File: src/rtl/oe_brightness_gate.sv
// rtl/oe_brightness_gate.sv - gates matrix_scan output_enable with a frame-synchronous PWM brightness level and post-latch blanking.
// Optional gamma mapping of the requested level is enabled by defining OE_BRIGHTNESS_GAMMA_EN.
module oe_brightness_gate #(
  parameter int LEVEL_WIDTH  = 8,
  parameter int BLANK_CYCLES = 2,
  parameter int ROW_WIDTH    = 4
) (
  input  logic                   clk_in,
  input  logic                   reset,
  input  logic                   oe_in,
  input  logic                   row_latch_in,
  input  logic [ROW_WIDTH-1:0]   row_address_in,
  input  logic [LEVEL_WIDTH-1:0] level_in,
  input  logic                   level_valid,
  output logic                   oe_out,
  output logic [LEVEL_WIDTH-1:0] level_active,
  output logic                   level_pending,
  output logic                   frame_pulse
);

  localparam int BW = (BLANK_CYCLES < 1) ? 1 : $clog2(BLANK_CYCLES + 1);
  localparam logic [LEVEL_WIDTH-1:0] LEVEL_FULL = '1;
  localparam logic [ROW_WIDTH-1:0]   ROW_LAST   = '1;
  localparam logic [BW-1:0]          BLANK_LOAD = BW'(BLANK_CYCLES);

  typedef enum logic {IDLE, PENDING} state_t;

  state_t                 state, state_next;
  logic                   oe_prev, latch_prev;
  logic [ROW_WIDTH-1:0]   row_prev;
  logic [LEVEL_WIDTH-1:0] pwm_cnt, pwm_eff;
  logic [BW-1:0]          blank_cnt;
  logic [LEVEL_WIDTH-1:0] level_store, level_mapped;
  logic                   oe_rise, latch_rise, boundary, duty, blank;
  logic                   store_en, apply_en;

`ifdef OE_BRIGHTNESS_GAMMA_EN
  logic [2*LEVEL_WIDTH-1:0] level_sq;
  assign level_sq     = {{LEVEL_WIDTH{1'b0}}, level_in} * {{LEVEL_WIDTH{1'b0}}, level_in};
  assign level_mapped = (level_in == LEVEL_FULL) ? LEVEL_FULL : level_sq[2*LEVEL_WIDTH-1:LEVEL_WIDTH];
`else
  assign level_mapped = level_in;
`endif

  assign oe_rise    = oe_in & ~oe_prev;
  assign latch_rise = row_latch_in & ~latch_prev;
  assign boundary   = (row_prev == ROW_LAST) && (row_address_in == '0);

  // A fresh oe_in interval compares from zero in its very first cycle, so no duty cycle is lost.
  assign pwm_eff = oe_rise ? '0 : pwm_cnt;
  assign duty    = (level_active == LEVEL_FULL) || (pwm_eff < level_active);
  assign blank   = (blank_cnt != '0);

  assign level_pending = (state == PENDING);

  always_comb begin
    state_next = state;
    store_en   = 1'b0;
    apply_en   = 1'b0;
    case (state)
      IDLE: begin
        if (level_valid) begin
          store_en   = 1'b1;
          state_next = PENDING;
        end
      end
      PENDING: begin
        if (boundary) apply_en = 1'b1;
        if (level_valid) begin
          store_en   = 1'b1;
          state_next = PENDING;
        end else if (boundary) begin
          state_next = IDLE;
        end
      end
      default: state_next = IDLE;
    endcase
  end

  always_ff @(posedge clk_in) begin
    if (reset) begin
      state        <= IDLE;
      oe_prev      <= 1'b0;
      latch_prev   <= 1'b0;
      row_prev     <= '0;
      pwm_cnt      <= '0;
      blank_cnt    <= '0;
      level_store  <= LEVEL_FULL;
      level_active <= LEVEL_FULL;
      oe_out       <= 1'b0;
      frame_pulse  <= 1'b0;
    end else begin
      state       <= state_next;
      oe_prev     <= oe_in;
      latch_prev  <= row_latch_in;
      row_prev    <= row_address_in;
      frame_pulse <= boundary;
      if (oe_in) pwm_cnt <= pwm_eff + LEVEL_WIDTH'(1);
      if (latch_rise) blank_cnt <= BLANK_LOAD;
      else if (blank) blank_cnt <= blank_cnt - BW'(1);
      // Stored value is already mapped, so the boundary apply is a plain copy.
      if (store_en) level_store <= level_mapped;
      if (apply_en) level_active <= level_store;
      oe_out <= oe_in & duty & ~blank;
    end
  end

endmodule

File: config.mk
export PLATFORM = sky130hd
export DESIGN_NAME = oe_brightness_gate
export DESIGN_NICKNAME = d
export VERILOG_FILES = /design/src/rtl/oe_brightness_gate.sv
export SDC_FILE = /design/constraint.sdc
export NUM_CORES = 1
export LEC_CHECK = 0
export ABC_AREA = 1
export CORE_ASPECT_RATIO = 0.8
export CORE_MARGIN = 2
export CORE_UTILIZATION = 40
export CTS_CLUSTER_SIZE = 20
export DETAILED_ROUTE_END_ITERATION = 16
export GPL_ROUTABILITY_DRIVEN = 1
export PLACE_DENSITY_LB_ADDON = 0.2
export SLEW_MARGIN = 20
export SYNTH_ARGS = -nofsm -noshare
export SYNTH_HDL_FRONTEND = slang
export SYNTH_SLANG_ARGS = --single-unit
export TNS_END_PERCENT = 30
File: constraint.sdc
create_clock -name clk_in -period 2.09 [get_ports clk_in]
set_clock_uncertainty 0.05 [all_clocks]
set_input_delay 0.3135 -clock clk_in [delete_from_list [all_inputs] [get_ports clk_in]]
set_output_delay 0.3135 -clock clk_in [all_outputs]
set_load 0.01 [all_outputs]
==> impl_metrics.tcl, run 1 <==
set metrics [dict create \
    status "completed" \
    p_seq_share_pct 54.7 \
    antenna_cells 0 \
    final_common_cell "nand2_1" \
    period_needed_ns 1.87 \
    hold_class "register to register" \
    drcViolationCount 0 \
    p_sw_share_pct 23.0 \
    grt_pass1_vias 1246 \
    viasPerCell 4.49 \
    p_switching_uw 297 \
    cts_root_buffer "clkbuf_8" \
    syn_inst 203 \
    power.internal_uw 993 \
    core_mm2 0.00378 \
    layout_common_cells "nand2_1, dfxtp_1, clkdlybuf4s50_1" \
    avgRoutedWirePerCell_um 10.2 \
    h-tree-depth 2 \
    grt_max_degree 17 \
    worstSetupEndpointType "register" \
    grt_first_pass_wirelength_mm 5.41 \
    rr_worst_depth 10 \
    reg2reg_slack_ns 0.43 \
    fin_crit_sh_pct 89.6 \
    setup_viol_count_final 0 \
    p_comb_share_pct 9.7 \
    cts_resized 0 \
    gp_congestion 0.783 \
    drive_gt1_share_pct 13.4 \
    start_kind "input pin" \
    max_clock_freq_ghz 0.534 \
    ant_nets 0 \
    holdPathStages 1 \
    dieArea_mm2 0.00444 \
    wirelength_mm 3.07 \
    dp_hpwl_mm 2.41 \
    num_rows 20 \
    ys_seq_area_share_pct 44.7 \
    worstPathRequired_ns 2.25 \
    start_util_pct 41.5 \
    synthToLayoutAreaGrowth_pct 30.4 \
    cts_setup_buffers 0 \
    arrival_ns 2.03 \
    rsz0062_at_grt "false" \
    synthFlopType "dfxtp_1" \
    p_per_area_mw_per_mm2 631 \
    hold_viol 0 \
    whs_ns 0.393 \
    io_buffers 27 \
    insertion_delay_ns 0.28 \
    relSlewSlack_pct 79.5 \
    drtPass1Iterations 4 \
    place_ws_ns -0.0471 \
    crit_type "input pin to register" \
    async_flop_share_pct 0 \
    ir_worst_vdd_v 0.000334 \
    nNetsFinal 269 \
    syn_avg_cell_area_um2 7.72 \
    power.leakage_uw 0.000968 \
    drt_iter0_drc 46 \
    cp_max_fo 5 \
    report.final.slew_viol_count 0 \
    antenna_found_initial 0 \
    clk_pin_slew_ns 0.06 \
    vias 1352 \
    synth.distinct_cells 32 \
    die_width_um 74.0 \
    synthesis.area_mm2 0.00157 \
    synth_nets 227 \
    holdCritStartpoint "blank_cnt[0]" \
    cts_hold_buf 0 \
    synth_seq_cells 35 \
    tightest_slew_ns 0.307 \
    fin_ws_ns 0.218 \
    power_frac_clock_pct 35.6 \
    cts_buffer_depth 2 \
    drv_cap 0 \
    cts_sinks 35 \
    overflow 0 \
    reg2reg_from "oe_prev" \
    cts_buffers 5 \
    grt_usage_pct 16.0 \
    cts_tree "built" \
    ys.warnings.count 0 \
    ioPinCount 28 \
    synth_edf_count 0 \
    dieHeight_um 60.0 \
    r2r-end "pwm_cnt[6]" \
    holdPathEnd "blank_cnt[0]" \
]
-- worst max-delay path by stage --
stage                 endpoint  slack [ns]  start  cells after the start
floorplan           pwm_cnt[6]        0.52  oe_in                     10
global placement        oe_out       -0.02  oe_in                     11
detailed placement      oe_out       -0.05  oe_in                     11
CTS                     oe_out        0.24  oe_in                     11
global route        pwm_cnt[6]        0.09  oe_in                     11
finish                  oe_out        0.22  oe_in                     11
-- worst max-delay path: stages --
cell	delay [ns]
clkdlybuf4s50_1	0.45
buf_4	0.15
nand2_4	0.07
nand2_2	0.08
inv_2	0.04
ha_1	0.28
a21oi_1	0.19
nor2_1	0.06
a211oi_1	0.17
nand2_1	0.10
a21oi_1	0.12
-- metal layers --
| metal | vias up | part of all wire, % | GRT usage, % | routed length [um] |
|---|---|---|---|---|
| met5 | - | 0 | 0 | 0 |
| met4 | 0 | 1.6 | 5.45 | 48 |
| met3 | 5 | 4.7 | 4.89 | 145 |
| met2 | 26 | 38 | 22.4 | 1180 |
| met1 | 588 | 55 | 23.2 | 1700 |
| li1 | 733 | - | - | - |
-- final cells by class --
type / instances / area (um^2)
Sequential cell: 35 / 701
Inverter: 31 / 125
Multi-Input combinational cell: 131 / 692
Timing Repair Buffer: 41 / 375
Fill cell: 381 / 1740
Tap cell: 55 / 68.8
Clock inverter: 1 / 5.00
Clock buffer: 7 / 76.3
-- logic make-up after synthesis --
| kind of cell | count (synthesis) | share of synthesized area [%] |
|---|---|---|
| and+or+nand+nor | 96 | 28.0 |
| buffers and inverters | 37 | 11.1 |
| DFF | 35 | 44.7 |
| AOI/OAI and AO/OA | 28 | 10.5 |
| adders and majority gates | 7 | 5.59 |
-- metrics by stage --
step	std cells	power, uW	setup TNS, ns	cell area, um^2	util, %
after floorplan	203	779	0	1570	-
after global placement	293	845	-0.0246	1960	51.9
after detailed placement	293	845	-0.0471	1960	51.9
after CTS	301	1310	0	2040	54.1
after global routing	301	1350	0	2040	54.1
final	301	1290	0	2040	54.1
-- power groups by stage --
stage	combinational, uW	clock, uW	sequential (uW)
2_1_floorplan	61.5	0	718
3_3_place_gp	125	0	720
3_5_place_dp	126	0	720
4_1_cts	126	476	705
5_1_grt	142	505	707
6_report	125	460	705
-- state kept, by name (all words and copies together), names as in the netlist --
register / count
level_active: 8
blank_cnt: 2
oe_out: 1
level_pending: 1
level_store: 8
pwm_cnt: 8
latch_prev: 1
oe_prev: 1
frame_pulse: 1
row_prev: 4
-- Yosys cell counts, types with 2 or more instances --
master | instances | share of area [%]
a21oi_1 | 12 | 3.8
buf_6 | 2 | 1.4
clkinv_1 | 2 | 0.48
dfxtp_1 | 35 | 45
ha_1 | 7 | 5.6
inv_1 | 24 | 5.8
inv_2 | 3 | 0.72
nand2_1 | 50 | 12
nand3_1 | 13 | 4.2
nand4_1 | 2 | 0.80
nor2_1 | 19 | 4.6
nor2_4 | 3 | 2.2
nor3_1 | 2 | 0.64
o211ai_1 | 7 | 3.4
o21ai_0 | 5 | 1.6
No activity file was read; power rests on OpenSTA's default activity.
==> run 2, diff against run 1 <==
--- a/config.mk
+++ b/config.mk
@@ -6,6 +6,7 @@
 export NUM_CORES = 1
 export LEC_CHECK = 0
 export ABC_AREA = 1
+export ABC_CLOCK_PERIOD_IN_PS = 2090
 export CORE_ASPECT_RATIO = 0.8
 export CORE_MARGIN = 2
 export CORE_UTILIZATION = 40
==> results of run 2 <==
Final layout, timing and power as in run 1 (identical DEF).
